===== src/rtl/priority_arbiter_rr.sv =====
// priority_arbiter_rr: registered N-way arbiter with fixed/round-robin modes, grant hold and max-hold preemption
module priority_arbiter_rr #(
  parameter int N = 8,
  parameter int MAX_HOLD = 0,
  localparam int IW = $clog2(N)
) (
  input  logic          clk,
  input  logic          rst,
  input  logic          mode,
  input  logic [N-1:0]  req,
  output logic [N-1:0]  grant,
  output logic [IW-1:0] grant_idx,
  output logic          grant_valid,
  output logic          preempt
);
  localparam int CW = (MAX_HOLD == 0) ? 1 : $clog2(MAX_HOLD + 1);
  localparam logic [CW-1:0] HMAX = CW'((MAX_HOLD == 0) ? 0 : MAX_HOLD - 1);
  typedef enum logic {IDLE, GRANT} state_t;
  state_t        state_q, state_d;
  logic [N-1:0]  grant_q, grant_d;
  logic [IW-1:0] idx_q, idx_d, last_q, last_d, start, win_idx;
  logic [CW-1:0] hold_q, hold_d;
  logic          preempt_q, preempt_d;
  // search descends from start-1 and wraps; iterating backwards leaves the first hit in win_idx
  always_comb begin
    start = mode ? last_q : '0;
    win_idx = '0;
    for (int k = N; k >= 1; k--)
      if (req[(int'(start) + N - k) % N]) win_idx = IW'((int'(start) + N - k) % N);
  end
  always_comb begin
    state_d = state_q;
    grant_d = grant_q;
    idx_d = idx_q;
    last_d = last_q;
    hold_d = hold_q;
    preempt_d = 1'b0;
    if (state_q == IDLE) begin
      if (|req) begin
        state_d = GRANT;
        grant_d = N'(1) << win_idx;
        idx_d = win_idx;
        last_d = win_idx;
        hold_d = '0;
      end
    end else if (!req[idx_q]) begin
      state_d = IDLE;
      grant_d = '0;
    end else if (MAX_HOLD != 0 && hold_q == HMAX && |(req & ~grant_q)) begin
      state_d = IDLE;
      grant_d = '0;
      preempt_d = 1'b1;
    end else begin
      hold_d = (MAX_HOLD != 0 && hold_q != HMAX) ? hold_q + 1'b1 : hold_q;
    end
  end
  always_ff @(posedge clk or posedge rst) begin
    if (rst) begin
      state_q <= IDLE;
      grant_q <= '0;
      idx_q <= '0;
      last_q <= '0;
      hold_q <= '0;
      preempt_q <= 1'b0;
    end else begin
      state_q <= state_d;
      grant_q <= grant_d;
      idx_q <= idx_d;
      last_q <= last_d;
      hold_q <= hold_d;
      preempt_q <= preempt_d;
    end
  end
  assign grant = grant_q;
  assign grant_idx = idx_q;
  assign grant_valid = (state_q == GRANT);
  assign preempt = preempt_q;
endmodule


===== config.mk =====
export PLATFORM = sky130hd
export DESIGN_NAME = priority_arbiter_rr
export DESIGN_NICKNAME = d
export VERILOG_FILES = /design/src/rtl/priority_arbiter_rr.sv
export SDC_FILE = /design/constraint.sdc
export NUM_CORES = 1
export LEC_CHECK = 0
export CAP_MARGIN = 20
export CORE_ASPECT_RATIO = 0.75
export CORE_MARGIN = 2
export CORE_UTILIZATION = 49
export DETAILED_ROUTE_END_ITERATION = 16
export PLACE_DENSITY = 0.77
export SLEW_MARGIN = 0
export SYNTH_ARGS = -nofsm -noshare
export SYNTH_HDL_FRONTEND = slang
export SYNTH_SLANG_ARGS = --single-unit

===== constraint.sdc =====
create_clock -name clk -period 2.9 [get_ports clk]
set_input_delay 0.725 -clock clk [delete_from_list [all_inputs] [get_ports clk]]
set_output_delay 0.725 -clock clk [all_outputs]
set_load 0.01 [all_outputs]

**Word-level counts from Yosys, hierarchy flattened**

Index checks and enable logic that the tools add are counted.

- Flip-flop bits (word level): 12
- Input port bits: 11
- Output and inout bits: 13
- Logic and storage cells: 85

- $add $sub $neg: 9
- $lt $le $gt $ge: 9
- Equal/unequal tests: 1
- Shifts and indexed selects: 1
- Muxes and demuxes: 41
- Bitwise operators: 9
- Reductions and logical operators: 12

Operator list:

| kind | number |
|---|---|
| 32-bit by 4-bit subtractor with 32-bit output, second input constant | 4 |
| 32-bit by 3-bit subtractor with 32-bit output, second input constant | 2 |
| 4-bit by 5-bit less-than comparator with 1-bit output, second input constant | 8 |
| 32-bit by 5-bit subtractor with 32-bit output, second input constant | 1 |
| 1-bit binary-select mux with 3-bit select | 9 |
| 3-bit 2-to-1 mux | 9 |
| 8-bit 2-to-1 mux | 3 |
| 3-bit OR reduction | 8 |
| 1-bit 2-to-1 mux | 20 |
| 1-bit bitwise AND | 8 |
| 8-bit OR reduction | 1 |
| 1-bit by 3-bit << shifter with 8-bit output, first input constant | 1 |
| 5-bit by 1-bit subtractor with 6-bit output, second input constant | 1 |
| 3-bit by 4-bit adder with 5-bit output, second input constant | 1 |
| 3-bit by 4-bit less-than comparator with 1-bit output, second input constant | 1 |
| 2-bit AND reduction | 2 |
| 2-bit != test, second input constant | 1 |
| 2-bit nonzero test | 1 |
| 1-bit NOT | 1 |

**Depth between registers and ports, before layout**

Gate-level depths: netlist (run 1).

- Depth in word-level cells: 19
- Mapped depth: 14
- Mapped depth without buffers: 11

**Worst setup path before layout (run 1)**

OpenSTA, ideal clock, no wires.

- Path type: input to register
- Start point: in mode
- End point: reg grant_q[0] (netlist: grant[0])
- Arrival time: 2.973 ns
- Data required time: 2.778 ns
- Path slack: -0.194 ns
- Cell stages on the path: 12
- Cells stage by stage: and2_4 buf_8 inv_6 ha_1 buf_1 mux4_2 mux2i_4 nor2_1 a311o_1 o31ai_2 o31ai_2 a32o_1

- Word-level cells in the longest chain between the ends: 17
- Elaborated cells on any way between the ends: 45

RTL lines:

| element | line | RTL |
|---|---|---|
| start, declared | 9 | `input logic mode,` |
| 3-bit 2-to-1 mux (*) | 26 | `start = mode ? last_q : '0;` |
| 3-bit by 4-bit adder with 5-bit output (*) | 29 | `if (req[(int'(start) + N - k) % N]) win_idx = IW'((int'(start) + N - k) % N);` |
| 32-bit by 5-bit subtractor with 32-bit output | 29 |  |
| 1-bit binary-select mux with 3-bit select | 29 |  |
| 1-bit 2-to-1 mux (not written as such) (2 in a row) | 29 |  |
| 3-bit 2-to-1 mux (7 in a row) | 29 |  |
| 3-bit 2-to-1 mux (*) | 29 |  |
| 1-bit by 3-bit << shifter with 8-bit output (*) | 41 | `grant_d = N'(1) << win_idx;` |
| 8-bit 2-to-1 mux (*) | 39 | `if (\|req) begin` |
| 8-bit 2-to-1 mux (*) | 38 | `if (state_q == IDLE) begin` |
| end signal, assigned | 67 | `grant_q <= grant_d;` |
| end, declared | 20 | `logic [N-1:0] grant_q, grant_d;` |

Every way passes the cells marked *; elsewhere a longest branch is shown, timed or not. The select of a mux whose other input is x is not followed.
A chain may end at the register's enable or synchronous reset.

**Final worst setup path (run 1)**

- Start point: in req[2]
- End point: reg grant_q[6] (netlist: grant[6])

- Word-level cells in the longest chain between the ends: 14
- Elaborated cells on any way between the ends: 41

RTL lines:

| element | line | RTL |
|---|---|---|
| start, declared | 10 | `input logic [N-1:0] req,` |
| 1-bit binary-select mux with 3-bit select | 29 |  |
| 1-bit 2-to-1 mux (not written as such) (2 in a row) | 29 |  |
| 3-bit 2-to-1 mux (8 in a row) | 29 |  |
| 1-bit by 3-bit << shifter with 8-bit output | 41 |  |
| 8-bit 2-to-1 mux | 39 |  |
| 8-bit 2-to-1 mux | 38 |  |

Several ways; a longest one is shown, not always the timed one. The select of a mux whose other input is x is not followed.

==> run_results.csv, run 1 <==
group,metric,value,unit
status,status,"finished with violations",
status,violations,"setup timing",
synthesis,synth.distinct_cells,60,
placed_design,place_congestion,0.983,
synthesis,syn_area,1470,um2
placed_design,dp_hpwl,4.21,mm
critical_path,cp_cell_sequence,"dlygate4sd2_1 -> buf_4 -> nor3_1 -> a211oi_1 -> o22ai_1 -> a21oi_4 -> buf_4 -> or3_4 -> a31oi_4 -> o31ai_4 -> a32o_1",
detailed_routing,wl,7.74,mm
timing,hold_viol_final,0,
synthesis,ys.flop_type,"dfrtp_1",
detailed_routing,drt_first_iter_violations,401,
timing,slew_viol_final,0,
timing,finClkSkew,0.00390,ns
synthesis,syn_avg_cell_area,8.33,um2
power,clkPwrFrac,0.054,
critical_path,crit_required,3.02,ns
floorplanning,chipWidth,67.3,um
synthesis,ys_ff_latch,12,
power,internal_power,1.52,mW
clock_tree,clk_path_buf_depth,2,
floorplanning,core_area,2910,um2
global_route,grtUsageTotal,0.412,
floorplanning,start_util,0.506,
synthesis,syn_nets,189,
clock_tree,clock_latency,0.25,ns
synthesis,synthTopCellsByCount,"dfrtp_1 (12), nand2_1 (12), nor2_1 (10)",
critical_path,crit_fanout,6,
clock_tree,cts_tree,"yes",
detailed_routing,detail_route.first_pass.iterations,5,
clock_tree,cts_num_sinks,12,
synthesis,yosysSeqAreaShare,0.204,
floorplanning,core.rowCount,17,
min_path,min-delay-start,"grant[7]$_DFFE_PP0P_",
timing,fin_crit,3.13,ns
clock_tree,cts_made_buffers,3,
power,power.density,1230,nW/um2
run,maxCapViolations,0,
placed_design,io_buffer_count,22,
critical_path,timing.rr.start,"last_q[2]$_DFFE_PP0P_",
power,ir_drop,0.920,mV
power,swShare,0.500,
power,power_leakage,1.06,nW
finish,syn2layout_area_growth,67.1,%
synthesis,yosys-top-cells-area,"dfrtp_1 (20%), mux2i_1 (6.1%), a32o_1 (5.4%)",
critical_path,cp_num_buf_inv,3,
clock_tree,cts.reportedPaths.clkPinSlew,0.05,ns
power,p_sw,1.51,mW
global_route,grt_pass1_wl,10.3,mm
clock_tree,clockRootBuffer,"clkbuf_8",
finish,nets,270,
finish,antennaDiodeCount,0,
clock_tree,ctsHoldBuffers,0,
timing,setup_violations,9,
critical_path,critPathLaunch,"req[2]",
critical_path,cpPeakStageDelay,0.36,ns
synthesis,synthArstFlopShare,1.00,
global_route,grt_pass1_vias,1931,
critical_path,critPathSlowestCell,"or3_4",
detailed_routing,vias,2190,
synthesis,synth_edf_count,0,
timing,finalWorstSetupSlack,-0.234,ns
detailed_routing,drt-vias-per-instance,7.45,
global_route,gr-total-overflow,0,
floorplanning,die_y,51.5,um
floorplanning,design.die.area,3470,um2
placed_design,dpl-instance-area,2160,um2
timing,clock.fmax,319,MHz
critical_path,crit_type,"in -> reg",
detailed_routing,ant_nets,0,
critical_path,cpMostUsedCell,"buf_4",
finish,num-fill-cells,142,
power,power.total,3.03,mW
critical_path,startpoint_type,"input port",
finish,fin_util,0.845,
synthesis,yosys.area.top_type,"dfrtp_1",
global_route,antenna_found_initial,0,
finish,stdcell_area,2460,um2
finish,drive_above_1_share,0.449,
synthesis,ys_warn_count,0,
global_route,grt_max_degree,24,
synthesis,synthCells,177,
min_path,hold_class,"reg -> reg",
synthesis,synth_top_cell_area_share,0.204,
clock_tree,h-tree-depth,1,
critical_path,cp_top_family,"compound AO/OA/AOI/OAI gates",
critical_path,cp-end-kind,"flip-flop",
detailed_routing,wl_per_cell,26.3,um
timing,post-route-period-util,1.08,
detailed_routing,drc_errors,0,
critical_path,cp.arrival,3.25,ns
power,comb_power_share,0.845,
floorplanning,io_pins,24,
power,p_seq_frac,0.102,
timing repair:
| item | 4_1_cts | 5_1_grt |
|---|---|---|
| setup endpoints to repair | 11 | 10 |
| resized for setup | 29 | 36 |
| endpoints found under the hold margin | 0 | 0 |
| pin swaps | 9 | 11 |
| buffers inserted | 5 | 1 |
power groups by stage:
stage               combinational (mW)  sequential (mW)  clock (mW)
global placement                  1.84            0.297           0
CTS                               2.12            0.299       0.154
detailed placement                1.91            0.301           0
floorplan                         1.10            0.305           0
finish                            2.56            0.309       0.162
global route                      2.64            0.313       0.166
cell usage in the layout, fill, tap and decap left out, types with 4 or more instances in the layout:
master / n
inv_1: 6
dlygate4sd2_1: 7
nand2_1: 11
clkdlybuf4s50_1: 13
mux2i_1: 4
dfrtp_1: 11
o21ai_1: 8
nand3_1: 5
a21oi_1: 6
a32oi_1: 4
o221ai_1: 4
buf_4: 65
a32o_1: 8
nor2_1: 8
mux2i_4: 5
worst reg2reg max path, cell delays in order (launching register included):
cell	delay (ns)
dfrtp_1	0.55
a21boi_1	0.34
o2111ai_1	0.23
a31oi_1	0.36
buf_4	0.20
nor2_2	0.06
or3_4	0.40
a31oi_4	0.26
o31ai_4	0.12
a32o_1	0.32
through the flow:
step	setup slack (ns)	hold WS (ns)	TNS [ns]	cells
floorplan	-0.0620	0.532	-0.222	177
CTS	0.0467	0.493	0	293
finish	-0.234	0.488	-1.27	294
detailed placement	-0.614	0.482	-6.17	285
global placement	-0.516	0.475	-5.17	285
global route	-0.214	0.512	-1.20	294
sequential cells by signal (all words and copies together) (netlist names):
signal,flops
grant,8
grant_valid,1
last_q,3
per-layer routing:
metal	wire, um	part of all wire	up-vias	global-route usage
li1	-	-	850	-
met1	2830	0.37	1032	0.565
met2	3220	0.42	222	0.609
met3	1030	0.13	86	0.108
met4	656	0.085	0	0.177
met5	0	0	-	0
worst paths after layout:
| check | to | slack, ns | cells after the start |
|---|---|---|---|
| hold reg to reg | grant[7]$_DFFE_PP0P_ | 0.49 | 1 |
| max in group asynchronous | last_q[0]$_DFFE_PP0P_ | 1.75 | 2 |
| setup / recovery | grant[6]$_DFFE_PP0P_ | -0.23 | 11 |
| min in group asynchronous | last_q[2]$_DFFE_PP0P_ | 0.80 | 2 |
| setup reg to reg | grant[6]$_DFFE_PP0P_ | -0.06 | 9 |
| hold / removal | grant[7]$_DFFE_PP0P_ | 0.49 | 1 |
layout make-up:
cell class,count,area [um2],area share
Clock buffer,3,41.3,0.0168
Inverter,8,37.5,0.0152
Multi-Input combinational cell,144,1310,0.531
Sequential cell,12,302,0.122
Tap cell,38,47.5,0.0193
Timing Repair Buffer,89,727,0.295
kinds of logic after synthesis:
logic type	Yosys count	share of synthesized area
DFF	12	0.204
xor gates and xnor gates	3	0.0178
buffers and inverters	21	0.0721
and+or+nand+nor	59	0.225
other	1	0.00254
adders and majority gates	1	0.00849
muxes	16	0.138
AOI/OAI and AO/OA	64	0.333
Note: power is estimated with default switching activity, not from simulation.
==> run 2, diff against run 1 <==
--- a/config.mk
+++ b/config.mk
@@ -6,11 +6,13 @@
 export NUM_CORES = 1
 export LEC_CHECK = 0
 export CAP_MARGIN = 20
+export CELL_PAD_IN_SITES_DETAIL_PLACEMENT = 1
+export CELL_PAD_IN_SITES_GLOBAL_PLACEMENT = 2
 export CORE_ASPECT_RATIO = 0.75
 export CORE_MARGIN = 2
-export CORE_UTILIZATION = 49
+export CORE_UTILIZATION = 29
 export DETAILED_ROUTE_END_ITERATION = 16
-export PLACE_DENSITY = 0.77
+export PLACE_DENSITY_LB_ADDON = 0.1
 export SLEW_MARGIN = 0
 export SYNTH_ARGS = -nofsm -noshare
 export SYNTH_HDL_FRONTEND = slang
==> run 2 against run 1 <==
- the run now ends clean
- wire length fell by 13%
- sequential power fell by 7.4%
- maximum frequency increased by 10%
- largest power group unchanged
==> run_results.csv, run 2 (same netlist as run 1, synthesis figures left out) <==
group,metric,value,unit
finish,stdcell_area,2460,um2
power,swShare,0.471,
floorplanning,start_util,0.301,
clock_tree,clk_path_buf_depth,2,
detailed_routing,drt-vias-per-instance,5.89,
finish,antennaDiodeCount,0,
timing,clock.fmax,351,MHz
global_route,grt_max_degree,25,
timing,fin_crit,2.85,ns
detailed_routing,maxUsedRoutingLayer,"met4",
timing,worst_hold_slack,0.495,ns
power,clkPwrFrac,0.064,
global_route,grt_pass1_vias,1915,
finish,final_common_cell,"buf_4",
detailed_routing,ant_nets,0,
timing,post-route-period-util,0.981,
timing,slew_viol_final,0,
critical_path,crit_fanout,5,
timing,finClkSkew,0.000769,ns
placed_design,dpl-instance-area,2170,um2
timing,hold_viol_final,0,
power,ir_drop,0.514,mV
clock_tree,clockRootBuffer,"clkbuf_8",
run,maxCapViolations,0,
floorplanning,chipWidth,86.3,um
finish,final_cell_mix,"buf_4 (61), clkdlybuf4s50_1 (13), dfrtp_1 (12)",
clock_tree,h-tree-depth,1,
floorplanning,design.die.area,5670,um2
detailed_routing,drt_first_iter_violations,175,
global_route,gr-total-overflow,0,
status,status,"completed",
finish,syn2layout_area_growth,66.8,%
finish,largest_reg_flops,8,
clock_tree,cts_tree,"yes",
global_route,grt_pass1_wl,10.4,mm
finish,drive_above_1_share,0.421,
detailed_routing,wl_per_cell,21.5,um
global_route,grtUsageTotal,0.244,
finish,fin_util,0.502,
global_route,antenna_found_initial,0,
detailed_routing,wl_met1,3.09,mm
detailed_routing,wl,6.74,mm
critical_path,crit_required,3.03,ns
power,comb_power_share,0.838,
floorplanning,die_y,65.7,um
detailed_routing,detail_route.first_pass.iterations,4,
detailed_routing,drc_errors,0,
floorplanning,core.rowCount,22,
power,power.density,1180,nW/um2
floorplanning,core_area,4900,um2
power,p_sw,1.37,mW
detailed_routing,vias,1849,
power,power_leakage,1.04,nW
clock_tree,cts_num_sinks,12,
placed_design,io_buffer_count,22,
clock_tree,cts_made_buffers,3,
critical_path,cp.arrival,2.97,ns
clock_tree,cts.reportedPaths.clkPinSlew,0.06,ns
placed_design,place_congestion,0.938,
detailed_routing,wl_met2,3.10,mm
critical_path,cp-end-kind,"flip-flop",
critical_path,crit_type,"in -> reg",
power,internal_power,1.54,mW
min_path,hold_class,"reg -> reg",
timing,setup_violations,0,
finish,nets,267,
critical_path,startpoint_type,"input port",
timing,rsz0062_at_grt,"yes",
power,p_seq_frac,0.099,
clock_tree,clock_latency,0.24,ns
timing,tns,0,ns
detailed_routing,met3_wirelength,484,um
clock_tree,ctsHoldBuffers,0,
placed_design,dp_hpwl,5.15,mm
floorplanning,io_pins,24,
-- run 2: cell types whose count changed in the layout (fill, tap and decap cells not counted), moves of 2 or more --
cell,before,now
buf_4,65,61
o21ai_0,2,5
nor2_2,1,3
o21ai_1,8,6
-- run 2: area by class of cell --
| cell class | count | area, um2 |
|---|---|---|
| clock buffers | 4 | 55.1 |
| well taps | 60 | 75.1 |
| flip-flops and latches | 12 | 300 |
| inverters | 8 | 37.5 |
| fillers | 565 | 2440 |
| multi-input cells | 144 | 1270 |
| repair buffers | 86 | 724 |
-- run 2: worst paths after layout --
check | start | end | slack [ns] | cells after the start
max in group asynchronous | rst | grant[1]$_DFFE_PP0P_ | 1.77 | 2
setup / recovery | mode | grant[4]$_DFFE_PP0P_ | 0.05 | 11
setup reg to reg | last_q[1]$_DFFE_PP0P_ | grant[5]$_DFFE_PP0P_ | 0.11 | 10
hold / removal | grant[0]$_DFFE_PP0P_ | grant[0]$_DFFE_PP0P_ | 0.50 | 1
min in group asynchronous | rst | last_q[1]$_DFFE_PP0P_ | 0.80 | 2
hold reg to reg | grant[0]$_DFFE_PP0P_ | grant[0]$_DFFE_PP0P_ | 0.50 | 1
-- run 2: repair_timing --
| action | CTS | global route |
|---|---|---|
| pin swaps | 13 | 11 |
| setup endpoints to repair | 11 | 10 |
| gates resized for setup | 39 | 15 |
| buffers inserted | 7 | 1 |
-- run 2: power groups by stage --
stage	logic, mW	registers (mW)	clock network (mW)
3_5_place_dp	2.00	0.291	0
6_report	2.44	0.286	0.185
5_1_grt	2.59	0.295	0.198
3_3_place_gp	1.94	0.286	0
2_1_floorplan	1.10	0.305	0
4_1_cts	2.28	0.288	0.189
-- run 2: routing by layer --
metal / vias up / track usage
met4: 0 / 0.0313
met5: - / 0
met3: 6 / 0.0339
met2: 58 / 0.378
met1: 935 / 0.367
li1: 850 / -
-- run 2: stage by stage --
| step | setup WS (ns) | power (mW) | instances |
|---|---|---|---|
| after CTS | 0.00397 | 2.76 | 314 |
| after floorplan | -0.0620 | 1.40 | 177 |
| after global routing | -0.0361 | 3.08 | 314 |
| final | 0.0546 | 2.91 | 314 |
| after global placement | -0.656 | 2.22 | 303 |
| after detailed placement | -0.777 | 2.29 | 303 |
-- run 2: worst max-delay path, cell delays in order --
cell	delay, ns
buf_8	0.08
and2_4	0.17
inv_8	0.04
ha_4	0.33
mux4_2	0.39
mux2i_4	0.21
nor2_2	0.07
a311o_1	0.32
o31ai_4	0.25
o31ai_4	0.15
a32o_1	0.25
==> run 3, diff against run 2 <==
--- a/config.mk
+++ b/config.mk
@@ -9,7 +9,6 @@
 export CELL_PAD_IN_SITES_DETAIL_PLACEMENT = 1
 export CELL_PAD_IN_SITES_GLOBAL_PLACEMENT = 2
 export CORE_ASPECT_RATIO = 0.75
-export CORE_MARGIN = 2
 export CORE_UTILIZATION = 29
 export DETAILED_ROUTE_END_ITERATION = 16
 export PLACE_DENSITY_LB_ADDON = 0.1
==> run 3 against run 2 <==
- sequential cell count unchanged
- total power fell by 4.7%
- clock-buffer cell count is 1 lower
- worst setup slack lost 0.0035 ns
- design area decreased by 4.1%
- core utilization down 2.0 points
- die area down 5.3%
- the flow now finishes with violations (DRC)
==> run_results.csv, run 3 (same netlist as run 1, synthesis figures left out) <==
group,metric,value,unit
status,status,"finished with violations",
status,violations,"DRC",
global_route,grt_max_degree,19,
floorplanning,core_area,4900,um2
detailed_routing,vias,1795,
finish,largest_reg_flops,8,
run,maxCapViolations,0,
global_route,grt_pass1_wl,9.98,mm
timing,worst_pin_slew,0.522,ns
timing,hold_viol_final,0,
detailed_routing,drc_errors,2,
timing,worst_hold_slack,0.493,ns
finish,nets,261,
power,power_leakage,0.994,nW
timing,slew_viol_final,0,
floorplanning,chipWidth,84.3,um
placed_design,io_buffer_count,22,
clock_tree,clock_latency,0.24,ns
global_route,grt_pass1_vias,1880,
critical_path,cpPeakStageDelay,0.32,ns
clock_tree,clockRootBuffer,"clkbuf_8",
placed_design,dp_hpwl,4.76,mm
finish,drive_above_1_share,0.413,
detailed_routing,drt_first_iter_violations,99,
timing,fin_crit,2.85,ns
global_route,antenna_found_initial,0,
timing,post-route-period-util,0.982,
floorplanning,start_util,0.301,
min_path,hold_class,"reg -> reg",
clock_tree,cts.reportedPaths.clkPinSlew,0.05,ns
finish,stdcell_area,2360,um2
detailed_routing,ant_nets,0,
detailed_routing,wl_per_cell,20.4,um
global_route,grt-busiest-layer,"met2",
clock_tree,h-tree-depth,1,
global_route,grtUsageTotal,0.238,
critical_path,crit_type,"in -> reg",
clock_tree,cts_made_buffers,3,
timing,clock.fmax,351,MHz
finish,fin_util,0.481,
floorplanning,core.rowCount,22,
timing,rsz0062_at_grt,"yes",
placed_design,place_congestion,0.878,
detailed_routing,detail_route.first_pass.iterations,11,
finish,antennaDiodeCount,0,
global_route,use_met2,0.389,
finish,syn2layout_area_growth,60.0,%
power,ir_drop,0.715,mV
timing,finClkSkew,0.00830,ns
detailed_routing,drt-vias-per-instance,5.85,
critical_path,startpoint_type,"input port",
critical_path,critPathSlowestCell,"a311o_1",
critical_path,crit_required,3.02,ns
finish,final_cell_mix,"buf_4 (54), clkdlybuf4s50_1 (13), nand2_1 (11), dfrtp_1 (11), nor2_1 (10)",
global_route,grtUsageMet1,0.347,
detailed_routing,wl,6.28,mm
clock_tree,clk_path_buf_depth,2,
power,power.density,1170,nW/um2
critical_path,crit_fanout,5,
floorplanning,design.die.area,5370,um2
timing,setup_violations,0,
finish,final_common_cell,"buf_4",
critical_path,cp-end-kind,"flip-flop",
global_route,use_met3,0.0401,
critical_path,cp_cell_sequence,"buf_4 -> and2_4 -> inv_8 -> ha_4 -> mux2i_2 -> mux2i_2 -> mux2i_4 -> nor2_1 -> a311o_1 -> o31ai_4 -> o31ai_4 -> a32o_1",
clock_tree,cts_num_sinks,12,
floorplanning,die_y,63.7,um
critical_path,cp.arrival,2.97,ns
timing,max_slew_margin,0.650,
global_route,gr-total-overflow,0,
clock_tree,cts_tree,"yes",
floorplanning,io_pins,24,
placed_design,dpl-instance-area,2130,um2
-- run 3: changes by cell type in the layout (fill, tap and decap cells not counted), moves of 3 or more --
cell / previous run / this run
buf_6: 1 / 4
mux2i_2: 1 / 4
nor2_1: 7 / 10
buf_4: 61 / 54
nor2_2: 3 / 0
-- run 3: stage by stage --
stage | total power [mW] | TNS, ns | instances | worst slack [ns]
after floorplan | 1.40 | -0.222 | 177 | -0.0620
after global placement | 2.16 | -6.00 | 299 | -0.600
after detailed placement | 2.23 | -6.83 | 299 | -0.678
after CTS | 2.59 | 0 | 308 | 0.00720
after global routing | 2.93 | -0.214 | 307 | -0.0345
final | 2.77 | 0 | 307 | 0.0511
-- run 3: critical path, delay by kind of cell --
family | cells | cell delay [ns]
AO/OA/AOI/OAI | 4 | 0.95
multiplexers | 3 | 0.60
adder cells (fa/ha/maj) | 1 | 0.30
AND/OR/NAND/NOR | 2 | 0.25
buffers and inverters | 2 | 0.14
-- run 3: timing repair --
item                       in CTS  in global routing
pin swaps                      10                  8
setup endpoints to repair      11                 10
gates resized for setup        31                 23
setup buffers                   6                  0
hold endpoints to repair        0                  0
hold buffers                    0                  0
-- run 3: per-layer routing --
| metal | part of all wire | vias up | routed length (um) |
|---|---|---|---|
| met5 | 0 | - | 0 |
| met3 | 0.057 | 4 | 359 |
| met2 | 0.46 | 71 | 2880 |
| met4 | 0.0070 | 0 | 44 |
| li1 | - | 832 | - |
| met1 | 0.48 | 888 | 2990 |
-- run 3: final timing paths --
| check | startpoint | end | slack (ns) | depth (start not counted) |
|---|---|---|---|---|
| setup / recovery | mode | grant[6]$_DFFE_PP0P_ | 0.05 | 12 |
| hold / removal | grant[7]$_DFFE_PP0P_ | grant[7]$_DFFE_PP0P_ | 0.49 | 1 |
| setup reg to reg | last_q[0]$_DFFE_PP0P_ | grant[6]$_DFFE_PP0P_ | 0.15 | 11 |
| hold reg to reg | grant[7]$_DFFE_PP0P_ | grant[7]$_DFFE_PP0P_ | 0.49 | 1 |
| max in group asynchronous | rst | last_q[0]$_DFFE_PP0P_ | 1.74 | 2 |
| min in group asynchronous | rst | last_q[2]$_DFFE_PP0P_ | 0.80 | 2 |
-- run 3: final cells by class --
cell class,count,area [um2]
multi-input combinational,144,1230
sequential,12,302
fill,577,2540
tap,60,75.1
clock buffer,3,41.3
inverter,8,37.5
timing repair buffer,80,668
-- run 3: power breakdown --
part / internal (mW) / switching, mW / total, mW
registers: 0.235 / 0.0724 / 0.308
logic: 1.14 / 1.17 / 2.31
clock network: 0.0915 / 0.0617 / 0.153
